===== src/rtl/cam_pkg.sv =====
`default_nettype none
// ============================================================================
//  Module      : cam_pkg
//  Description : Shared constants, FSM state encoding and pixel-format helper
//                for the camera capture stage.
//  Revision    : 1.0 - initial release
// ============================================================================
package cam_pkg;

    localparam int H_PIX_DEF   = 160;
    localparam int V_LINES_DEF = 120;
    localparam int FRAME_PIX   = H_PIX_DEF * V_LINES_DEF;  // 19200

    typedef enum logic [2:0] {
        IDLE    = 3'd0,
        ARM     = 3'd1,
        SYNC    = 3'd2,
        CAPTURE = 3'd3,
        DONE    = 3'd4
    } cam_state_e;

    // b0 = RRRRRGGG, b1 = GGGBBBBB; keep the top 3 red, top 3 green, top 2 blue.
    function automatic logic [7:0] rgb565_to_332(input logic [7:0] b0,
                                                 input logic [7:0] b1);
        return {b0[7:5], b0[2:0], b1[4:3]};
    endfunction

endpackage
`default_nettype wire


===== src/rtl/cam_sync.sv =====
`default_nettype none
// ============================================================================
//  Module      : cam_sync
//  Description : Two-flop synchroniser for an asynchronous camera pin, plus a
//                delay stage that yields single-cycle rise/fall pulses.
//  Revision    : 1.0 - initial release
// ============================================================================
module cam_sync (
    input  logic clk,
    input  logic rst_n,
    input  logic d_i,
    output logic level_o,
    output logic rise_o,
    output logic fall_o
);

    // [0],[1] are the metastability stages, [2] is the edge-detect delay.
    logic [2:0] pipe_q;

    // Shift the raw pin through the synchroniser and delay stage.
    always_ff @(posedge clk or negedge rst_n) begin
        if (!rst_n) begin
            pipe_q <= 3'b000;
        end else begin
            pipe_q <= {pipe_q[1:0], d_i};
        end
    end

    assign level_o = pipe_q[1];
    assign rise_o  =  pipe_q[1] & ~pipe_q[2];
    assign fall_o  = ~pipe_q[1] &  pipe_q[2];

endmodule
`default_nettype wire


===== src/rtl/cam_capture.sv =====
`default_nettype none
// ============================================================================
//  Module      : cam_capture
//  Description : Camera pixel-capture stage. Generates Xclk, oversamples
//                Pclk/Vsync/Href, packs RGB565 byte pairs to RGB332 and writes
//                one frame into the frame buffer per start request.
//  Revision    : 1.0 - initial release
// ============================================================================
module cam_capture
    import cam_pkg::*;
#(
    parameter int H_PIX    = H_PIX_DEF,
    parameter int V_LINES  = V_LINES_DEF,
    parameter int ADDR_W   = 15,
    parameter int XCLK_DIV = 2
) (
    input  logic              clk,
    input  logic              reset,
    output logic              camera_Xclk,
    input  logic              camera_Pclk,
    input  logic              camera_Vsync,
    input  logic              camera_Href,
    input  logic [7:0]        cam_data,
    input  logic              start,
    output logic              busy,
    output logic              done,
    output logic              frame_err,
    output logic              mem_we,
    output logic [ADDR_W-1:0] mem_addr,
    output logic [7:0]        mem_data
);

    localparam int XCLK_HALF = XCLK_DIV / 2;
    // One past the last legal address; also the expected pixel count.
    localparam logic [ADDR_W-1:0] FRAME_END = ADDR_W'(H_PIX * V_LINES);

    // ------------------------------------------------------------------------
    // Camera master clock
    // ------------------------------------------------------------------------
    logic [15:0] xdiv_q;
    logic        xclk_q;

    // Free-running divider: toggle Xclk every XCLK_DIV/2 system clocks.
    always_ff @(posedge clk or negedge reset) begin
        if (!reset) begin
            xdiv_q <= 16'd0;
            xclk_q <= 1'b0;
        end else if (xdiv_q == 16'(XCLK_HALF - 1)) begin
            xdiv_q <= 16'd0;
            xclk_q <= ~xclk_q;
        end else begin
            xdiv_q <= xdiv_q + 16'd1;
        end
    end

    assign camera_Xclk = xclk_q;

    // ------------------------------------------------------------------------
    // Pin synchronisers
    // ------------------------------------------------------------------------
    logic pclk_lvl, pclk_rise, pclk_fall;
    logic vs_lvl,   vs_rise,   vs_fall;
    logic href_lvl, href_rise, href_fall;

    cam_sync u_sync_pclk (
        .clk     (clk),
        .rst_n   (reset),
        .d_i     (camera_Pclk),
        .level_o (pclk_lvl),
        .rise_o  (pclk_rise),
        .fall_o  (pclk_fall)
    );

    cam_sync u_sync_vsync (
        .clk     (clk),
        .rst_n   (reset),
        .d_i     (camera_Vsync),
        .level_o (vs_lvl),
        .rise_o  (vs_rise),
        .fall_o  (vs_fall)
    );

    cam_sync u_sync_href (
        .clk     (clk),
        .rst_n   (reset),
        .d_i     (camera_Href),
        .level_o (href_lvl),
        .rise_o  (href_rise),
        .fall_o  (href_fall)
    );

    // Synchroniser taps this stage has no use for.
    logic unused_sync;
    assign unused_sync = &{1'b0, pclk_lvl, pclk_fall, vs_lvl, href_rise};

    // Data bus gets the same two-flop delay so it lines up with pclk_rise.
    logic [7:0] data_s1_q, data_s2_q;

    // Two-stage copy of the camera data bus.
    always_ff @(posedge clk or negedge reset) begin
        if (!reset) begin
            data_s1_q <= 8'h00;
            data_s2_q <= 8'h00;
        end else begin
            data_s1_q <= cam_data;
            data_s2_q <= data_s1_q;
        end
    end

    // ------------------------------------------------------------------------
    // Capture FSM
    // ------------------------------------------------------------------------
    cam_state_e        state_q;
    logic              busy_q;
    logic              done_q;
    logic              err_q;
    logic              phase_q;     // 0: expecting first byte of a pixel
    logic [7:0]        hold_q;      // first byte of the current pixel
    logic [ADDR_W-1:0] wr_ptr_q;    // next address to write, saturates at FRAME_END
    logic              mem_we_q;
    logic [ADDR_W-1:0] mem_addr_q;
    logic [7:0]        mem_data_q;

    // Frame sequencing, byte pairing and frame-buffer write port.
    always_ff @(posedge clk or negedge reset) begin
        if (!reset) begin
            state_q    <= IDLE;
            busy_q     <= 1'b0;
            done_q     <= 1'b0;
            err_q      <= 1'b0;
            phase_q    <= 1'b0;
            hold_q     <= 8'h00;
            wr_ptr_q   <= '0;
            mem_we_q   <= 1'b0;
            mem_addr_q <= '0;
            mem_data_q <= 8'h00;
        end else begin
            mem_we_q <= 1'b0;
            case (state_q)
                IDLE: begin
                    if (start) begin
                        state_q <= ARM;
                        busy_q  <= 1'b1;
                        done_q  <= 1'b0;
                        err_q   <= 1'b0;
                    end
                end
                // A frame already in flight is skipped: only a fresh Vsync counts.
                ARM: begin
                    if (vs_rise) begin
                        state_q <= SYNC;
                    end
                end
                SYNC: begin
                    if (vs_fall) begin
                        state_q    <= CAPTURE;
                        wr_ptr_q   <= '0;
                        mem_addr_q <= '0;
                        phase_q    <= 1'b0;
                    end
                end
                CAPTURE: begin
                    if (vs_rise) begin
                        state_q <= DONE;
                        busy_q  <= 1'b0;
                        done_q  <= 1'b1;
                        if (wr_ptr_q != FRAME_END) begin
                            err_q <= 1'b1;
                        end
                    end else if (href_fall) begin
                        // Line ended: an unpaired trailing byte is discarded.
                        phase_q <= 1'b0;
                    end else if (pclk_rise && href_lvl) begin
                        if (!phase_q) begin
                            hold_q  <= data_s2_q;
                            phase_q <= 1'b1;
                        end else begin
                            phase_q <= 1'b0;
                            if (wr_ptr_q != FRAME_END) begin
                                mem_we_q   <= 1'b1;
                                mem_addr_q <= wr_ptr_q;
                                mem_data_q <= rgb565_to_332(hold_q, data_s2_q);
                                wr_ptr_q   <= wr_ptr_q + 1'b1;
                            end else begin
                                // Frame overran the buffer; drop the pixel.
                                err_q <= 1'b1;
                            end
                        end
                    end
                end
                DONE: begin
                    if (start) begin
                        // A coincident Vsync rise is taken as the ARM trigger.
                        state_q <= vs_rise ? SYNC : ARM;
                        busy_q  <= 1'b1;
                        done_q  <= 1'b0;
                        err_q   <= 1'b0;
                    end
                end
                default: begin
                    state_q <= IDLE;
                end
            endcase
        end
    end

    assign busy      = busy_q;
    assign done      = done_q;
    assign frame_err = err_q;
    assign mem_we    = mem_we_q;
    assign mem_addr  = mem_addr_q;
    assign mem_data  = mem_data_q;

endmodule
`default_nettype wire


===== config.mk =====
export PLATFORM = sky130hd
export DESIGN_NAME = cam_capture
export DESIGN_NICKNAME = d
export VERILOG_FILES = /design/src/rtl/cam_pkg.sv /design/src/rtl/cam_sync.sv /design/src/rtl/cam_capture.sv
export SDC_FILE = /design/constraint.sdc
export NUM_CORES = 1
export LEC_CHECK = 0
export BUFFER_PORTS_ARGS = -buffer_cell sky130_fd_sc_hd__buf_2
export CAP_MARGIN = 20
export CELL_PAD_IN_SITES_DETAIL_PLACEMENT = 0
export CELL_PAD_IN_SITES_GLOBAL_PLACEMENT = 1
export CORE_ASPECT_RATIO = 1.1
export CORE_MARGIN = 5
export CORE_UTILIZATION = 47
export DETAILED_ROUTE_END_ITERATION = 10
export PLACE_DENSITY_LB_ADDON = 0.15
export SLEW_MARGIN = 10
export SYNTH_ARGS = -nofsm -noshare
export SYNTH_HDL_FRONTEND = slang
export SYNTH_SLANG_ARGS = --single-unit

===== constraint.sdc =====
create_clock -name clk -period 2.7 [get_ports clk]
set_clock_uncertainty 0.2 [all_clocks]
set_input_delay 0.54 -clock clk [delete_from_list [all_inputs] [get_ports clk]]
set_output_delay 0.54 -clock clk [all_outputs]
set_load 0.02 [all_outputs]

# Word-level counts from Yosys, hierarchy flattened
# Index checks and enable logic that the tools add are counted.
# W data, S select, Z words.
dict set report totals {
  memories 0
  ram_bits 0
  latchBits 0
  output_inout_bits 28
  register_bits 96
  mem_bits_ro 0
  inputBits 14
}
dict set report op_classes {
  bitwise_logic 12
  order_cmp 0
  n_reduce_logical 13
  div_mod_pow 0
  n_mux 46
  n_mul 0
  eq_ne 22
  n_shift 0
  n_addsub 2
}
# operator count
set op_table {}
lappend op_table {{$mux W15} 11}
lappend op_table {{$pmux W15 S2} 2}
lappend op_table {{$mux W1} 21}
lappend op_table {{$ne A2 B2 Y1 const B} 9}
lappend op_table {{$ne A3 B3 Y1 const B} 6}
lappend op_table {{$add A16 B1 Y16 const B} 1}
lappend op_table {{$logic_not A16 Y1} 1}
lappend op_table {{$mux W16} 1}
lappend op_table {{$add A15 B1 Y15 const B} 1}
lappend op_table {{$mux W3} 5}
lappend op_table {{$ne A15 B15 Y1 const B} 1}
lappend op_table {{$pmux W3 S5} 1}
lappend op_table {{$reduce_and A7 Y1} 2}
lappend op_table {{$reduce_and A5 Y1} 2}
lappend op_table {{$not A1 Y1} 8}
lappend op_table {{$pmux W1 S2} 4}
lappend op_table {{$eq A3 B2 Y1 const B} 2}
lappend op_table {{$reduce_and A6 Y1} 1}
lappend op_table {{$and A1 B1 Y1} 4}
lappend op_table {{$ne A2 B1 Y1 const B} 2}
lappend op_table {{$reduce_and A4 Y1} 1}
lappend op_table {{$reduce_bool A2 Y1} 2}
lappend op_table {{$eq A3 B1 Y1 const B} 1}
lappend op_table {{$eq A3 B3 Y1 const B} 1}
lappend op_table {{5 further kinds} 5}

# Logic depth before layout (Yosys ltp)
dict set report logic_depth {
  depth_word 7
  depth_mapped 9
  mapped_depth_nobuf 7
}

# By module
# From an unflattened synthesis, not the netlist that was laid out.
dict set report unflattened {
  cells_unflattened 302
  hier_area_um2 3802.4
}
# mod area_per_inst_um2 instances cells_each
set modules_own_cells {}
lappend modules_own_cells {cam_capture 3532.1 1 287}
lappend modules_own_cells {cam_sync 90.1 3 5}

# Worst setup path before layout
# No wires, ideal clock.
dict set report synth_path {
  path_kind {reg2reg}
  from {register wr_ptr_q[0]}
  to {register mem_addr_q[0], in the netlist mem_addr[0]}
  path_slack_ns 0.521
  period_less_slack_ns 2.179
  arrival_ns 1.858
  stages_incl_launch_ff 9
  setup_ns 0.121
  cell_sequence {dfrtp_1 > inv_1 > ha_1 > nor4bb_1 > nand4_1 > nor3b_1 > buf_2 > buf_6 > a22o_1}
}
dict set report synth_via {
  elab_chain_cells 6
  elab_cells_between_ends 9
}
# item line
set synth_rtl {}
lappend synth_rtl {{start: declaration} cam_capture.sv:119} ;# logic [ADDR_W-1:0] wr_ptr_q;
lappend synth_rtl {{start signal: assignment} cam_capture.sv:183} ;# wr_ptr_q <= wr_ptr_q + 1'b1;
lappend synth_rtl {{$mux W15} cam_capture.sv:179} ;# if (wr_ptr_q != FRAME_END) begin
lappend synth_rtl {{$mux W15} cam_capture.sv:174} ;# if (!phase_q) begin
lappend synth_rtl {{$mux W15} cam_capture.sv:173} ;# end else if (pclk_rise && href_lvl) begin
lappend synth_rtl {{$mux W15} cam_capture.sv:170} ;# end else if (href_fall) begin
lappend synth_rtl {{$mux W15} cam_capture.sv:163} ;# if (vs_rise) begin
lappend synth_rtl {{$pmux W15 S2} cam_capture.sv:139} ;# case (state_q)
lappend synth_rtl {{end signal: assignment} cam_capture.sv:181} ;# mem_addr_q <= wr_ptr_q;
lappend synth_rtl {{end: declaration} cam_capture.sv:121} ;# logic [ADDR_W-1:0] mem_addr_q;
# Parallel ways exist; a longest one is shown, timed or not. The select of a mux whose other input is x is not followed.
# A chain may end at the register's enable or synchronous reset.

# Final worst setup path
dict set report layout_path {
  from {register wr_ptr_q[0]}
  to {register wr_ptr_q[11]}
}
dict set report layout_via {
  elab_chain_cells 7
  elab_cells_between_ends 10
}
# item line
set layout_rtl {}
lappend layout_rtl {{$add A15 B1 Y15} cam_capture.sv:183}
lappend layout_rtl {{$mux W15} cam_capture.sv:179}
lappend layout_rtl {{$mux W15} cam_capture.sv:174}
lappend layout_rtl {{$mux W15} cam_capture.sv:173}
lappend layout_rtl {{$mux W15} cam_capture.sv:170}
lappend layout_rtl {{$mux W15} cam_capture.sv:163}
lappend layout_rtl {{$pmux W15 S2} cam_capture.sv:139}
# Parallel ways exist; a longest one is shown, timed or not. The select of a mux whose other input is x is not followed.

==> impl_metrics.ini <==
[setup_path]
crit_fanout = 19
cp_slowest_stage_delay_ps = 670
cp-startpoint = wr_ptr_q[0]
cp-end-kind = register
crit_type = reg2reg
reg2reg_from = wr_ptr_q[0]
start_kind = register
cpMaxStageDelayCell = nor3b_2
crit_arrival_ps = 2580
path_cells = inv_1 -> ha_1 -> nor4bb_1 -> nand4_1 -> nor3b_2 -> buf_4 -> a21oi_1 -> o21ai_1
cp.required_ps = 2790

[worst_hold_path]
worstHoldStart = cam_data[5]
hold_path.class = in2reg

[synthesis]
postSynthCellCount = 315
async_reset_ff_share_pct = 100
synth.area.mux_share_pct = 4.73
synth-simple-area-share_pct = 14.7
ys_warn_count = 0
ys_ff_latch = 94
synth-main-ff-cell = dfrtp_1
synthAdderAreaFrac_pct = 1.31
synth_top_family_by_area = simple AND/OR/NAND/NOR gates
synthesis.nets = 333
synth-edff-count = 0
seq_area_frac_synth_pct = 61.7
synth_area_um2 = 3810
synth_cell_types = 44
synth_xor_area_share_pct = 3.45
avgSynthCellArea_um2 = 12.1
synth_compound_area_share_pct = 11.1

[global_route]
grt_pass1_vias = 2485
grt_pass1_wl_mm = 12.2
grt_max_degree = 54
track_usage_pct = 15.6
antenna_found_initial = 0
overflow = 0

[detailed_routing]
wl_mm = 7.08
vias = 2568
ant_nets = 0
via_per_inst = 5.38
dr.first_iter.drc_count = 163
drc = 0
drtPass1Iterations = 4
detail_route.wl_per_cell_um = 14.8

[power_and_ir_drop]
clkPwrFrac_pct = 27.5
p_leak_nw = 2.10
power_density_nw_per_um2 = 754
p_comb_share_pct = 22.0
power.switching_w = 0.00107
p_int_w = 0.00222
seqPwrFrac_pct = 50.5
ir_worst_vdd_mv = 0.328
switching_share_pct = 32.6

[run]
cap_violations = 0

[placed_design]
place_hpwl_mm = 4.93
place_congestion = 0.833
post-place-ws_ps = 246
dp.cells = 460
port_buffers = 41

[timing]
finalHoldViolCount = 0
finalCritPeriodShare_pct = 92.4
max_freq_mhz = 401
relSlewSlack_pct = 46.6
final-setup-viol-count = 0
worst_pin_slew_ps = 797
rsz0062_at_grt = no
fin_ws_ps = 205
slew_viol_final = 0
period_needed_ps = 2490
tns_ps = 0

[finish]
layout.cells.non_filler = 477
fill_cells = 716
antenna_cells = 0
drive_above_1_share_pct = 20.6
multi_input_area_um2 = 1350
synthToLayoutAreaGrowth_pct = 14.7
seqCellArea_um2 = 2350
final_nets = 382

[clock_network]
cts_root_buf = clkbuf_8
post-cts-setup-buffers = 0
cts_hold_buf = 1
tritoncts = done
cts_max_path_buffers = 2
cts.sinks = 94
clk_latency_ps = 370
clk_pin_slew_ps = 110
h-tree-depth = 3
cts_buffers = 9
cts_resized = 0

[floorplanning]
die_w_um = 95.9
ios = 42
die_h_um = 104
initial_utilization_pct = 48.2
rows = 34
die_area_um2 = 10000
coreArea_um2 = 7910

[status]
status = completed
worst paths after layout:
| kind | endpoint | slack (ps) | cells past startpoint |
|---|---|---|---|
| max | wr_ptr_q[11] | 210 | 8 |
| min | data_s1_q[5] | 70 | 1 |
| min in group asynchronous | hold_q[5] | 490 | 2 |
| max in group asynchronous | u_sync_href.pipe_q[2] | 1120 | 3 |
| max reg2reg | wr_ptr_q[11] | 210 | 8 |
| min reg2reg | data_s2_q[3] | 150 | 0 |
worst max-delay path, delay by kind of cell, from the launching register on:
kind / cells / cell delay (ps)
AO/OA/AOI/OAI: 2 / 200
adder cells (fa/ha/maj): 1 / 190
buffers and inverters: 2 / 440
flip-flops: 1 / 440
AND/OR/NAND/NOR: 3 / 950
cell families (layout without fill, tap and decap cells):
logic type / count (synthesis) / after routing
AND/OR/NAND/NOR: 101 / 101
flip-flops: 94 / 94
AO/OA/AOI/OAI: 65 / 65
buffers and inverters: 22 / 76
XOR/XNOR: 15 / 15
multiplexers: 14 / 14
adder cells (fa/ha/maj): 4 / 4
stage by stage:
| step | hold slack, ps | area [um2] | power, W | utilization [%] |
|---|---|---|---|---|
| 2_1_floorplan | 44.4 | 3810 | 0.00218 | - |
| 3_3_place_gp | 132 | 4160 | 0.00241 | 52.6 |
| 3_5_place_dp | 136 | 4160 | 0.00243 | 52.6 |
| 4_1_cts | 52.3 | 4370 | 0.00335 | 55.3 |
| 5_1_grt | 43.1 | 4370 | 0.00349 | 55.3 |
| 6_report | 67.0 | 4370 | 0.00330 | 55.3 |
power by group through the flow:
| stage | clock (W) | sequential [W] | combinational [W] |
|---|---|---|---|
| 2_1_floorplan | 0 | 0.00175 | 0.000430 |
| 3_3_place_gp | 0 | 0.00169 | 0.000726 |
| 3_5_place_dp | 0 | 0.00169 | 0.000732 |
| 4_1_cts | 0.000941 | 0.00167 | 0.000737 |
| 5_1_grt | 0.00100 | 0.00169 | 0.000806 |
| 6_report | 0.000906 | 0.00166 | 0.000726 |
metal layers:
metal	share of wire, %	global-route usage (%)	routed length, um
met1	48	22.1	3370
met2	47	23.1	3360
met3	3.8	3.04	272
met4	0.99	6.71	70
met5	0	0	0
flip-flops by register name (all words and copies together) (netlist names):
| register | flops |
|---|---|
| data_s1_q | 8 |
| state_q | 3 |
| busy | 1 |
| camera_Xclk | 1 |
| hold_q | 6 |
| u_sync_href.pipe_q | 3 |
| frame_err | 1 |
| phase_q | 1 |
| xdiv_q | 16 |
| mem_addr | 15 |
| u_sync_pclk.pipe_q | 3 |
| mem_data | 8 |
| mem_we | 1 |
| wr_ptr_q | 15 |
| done | 1 |
| data_s2_q | 8 |
| u_sync_vsync.pipe_q | 3 |
final cells by class:
cell class	count	share of cell area, %
clock buffers	9	2.83
clock inverters	7	1.75
inverters	8	0.687
multi-input cells	199	30.9
flip-flops and latches	94	53.8
well taps	108	3.09
repair buffers	52	6.98
Yosys cell counts (2+ instances only):
cell,count,area share (%)
xor2_1,4,0.92
a22o_1,16,3.7
nand4_1,10,1.6
and4_1,3,0.69
mux2_4,6,2.4
inv_1,8,0.79
a21oi_1,13,1.7
nor2_1,16,1.6
and2_1,2,0.33
clkbuf_1,9,0.89
buf_6,4,1.2
nor4_1,4,0.66
o22ai_1,2,0.33
o21ai_0,4,0.53
nor4b_1,2,0.46
nand2b_1,3,0.49
o21ai_1,15,2.0
or3_1,3,0.49
a31oi_1,6,0.99
a21o_1,2,0.39
ha_1,4,1.3
dfrtp_1,94,62
nor3_1,5,0.66
nor2b_1,4,0.66
o41ai_1,2,0.46
mux2_1,8,2.4
nand2_1,17,1.7
o31ai_1,2,0.39
xnor2_1,11,2.5
nand3_1,18,2.4
and3_1,5,0.82
cell usage in the layout, fill, tap and decap left out, drive strengths merged, types with 4 or more instances in the layout:
cell type  netlist  final
dfrtp           94     94
buf              5     51
o21ai           19     19
nand3           18     18
nand2           18     18
nor2            16     16
a22o            16     16
mux2            14     14
a21oi           13     13
xnor2           11     11
inv              8     11
nand4           10     10
clkbuf           9      9
a31oi            6      6
and3             5      5
nor3             5      5
nor4             4      4
xor2             4      4
nor2b            4      4
ha               4      4
clkinv           0      4
(Power assumes the default switching activity.)
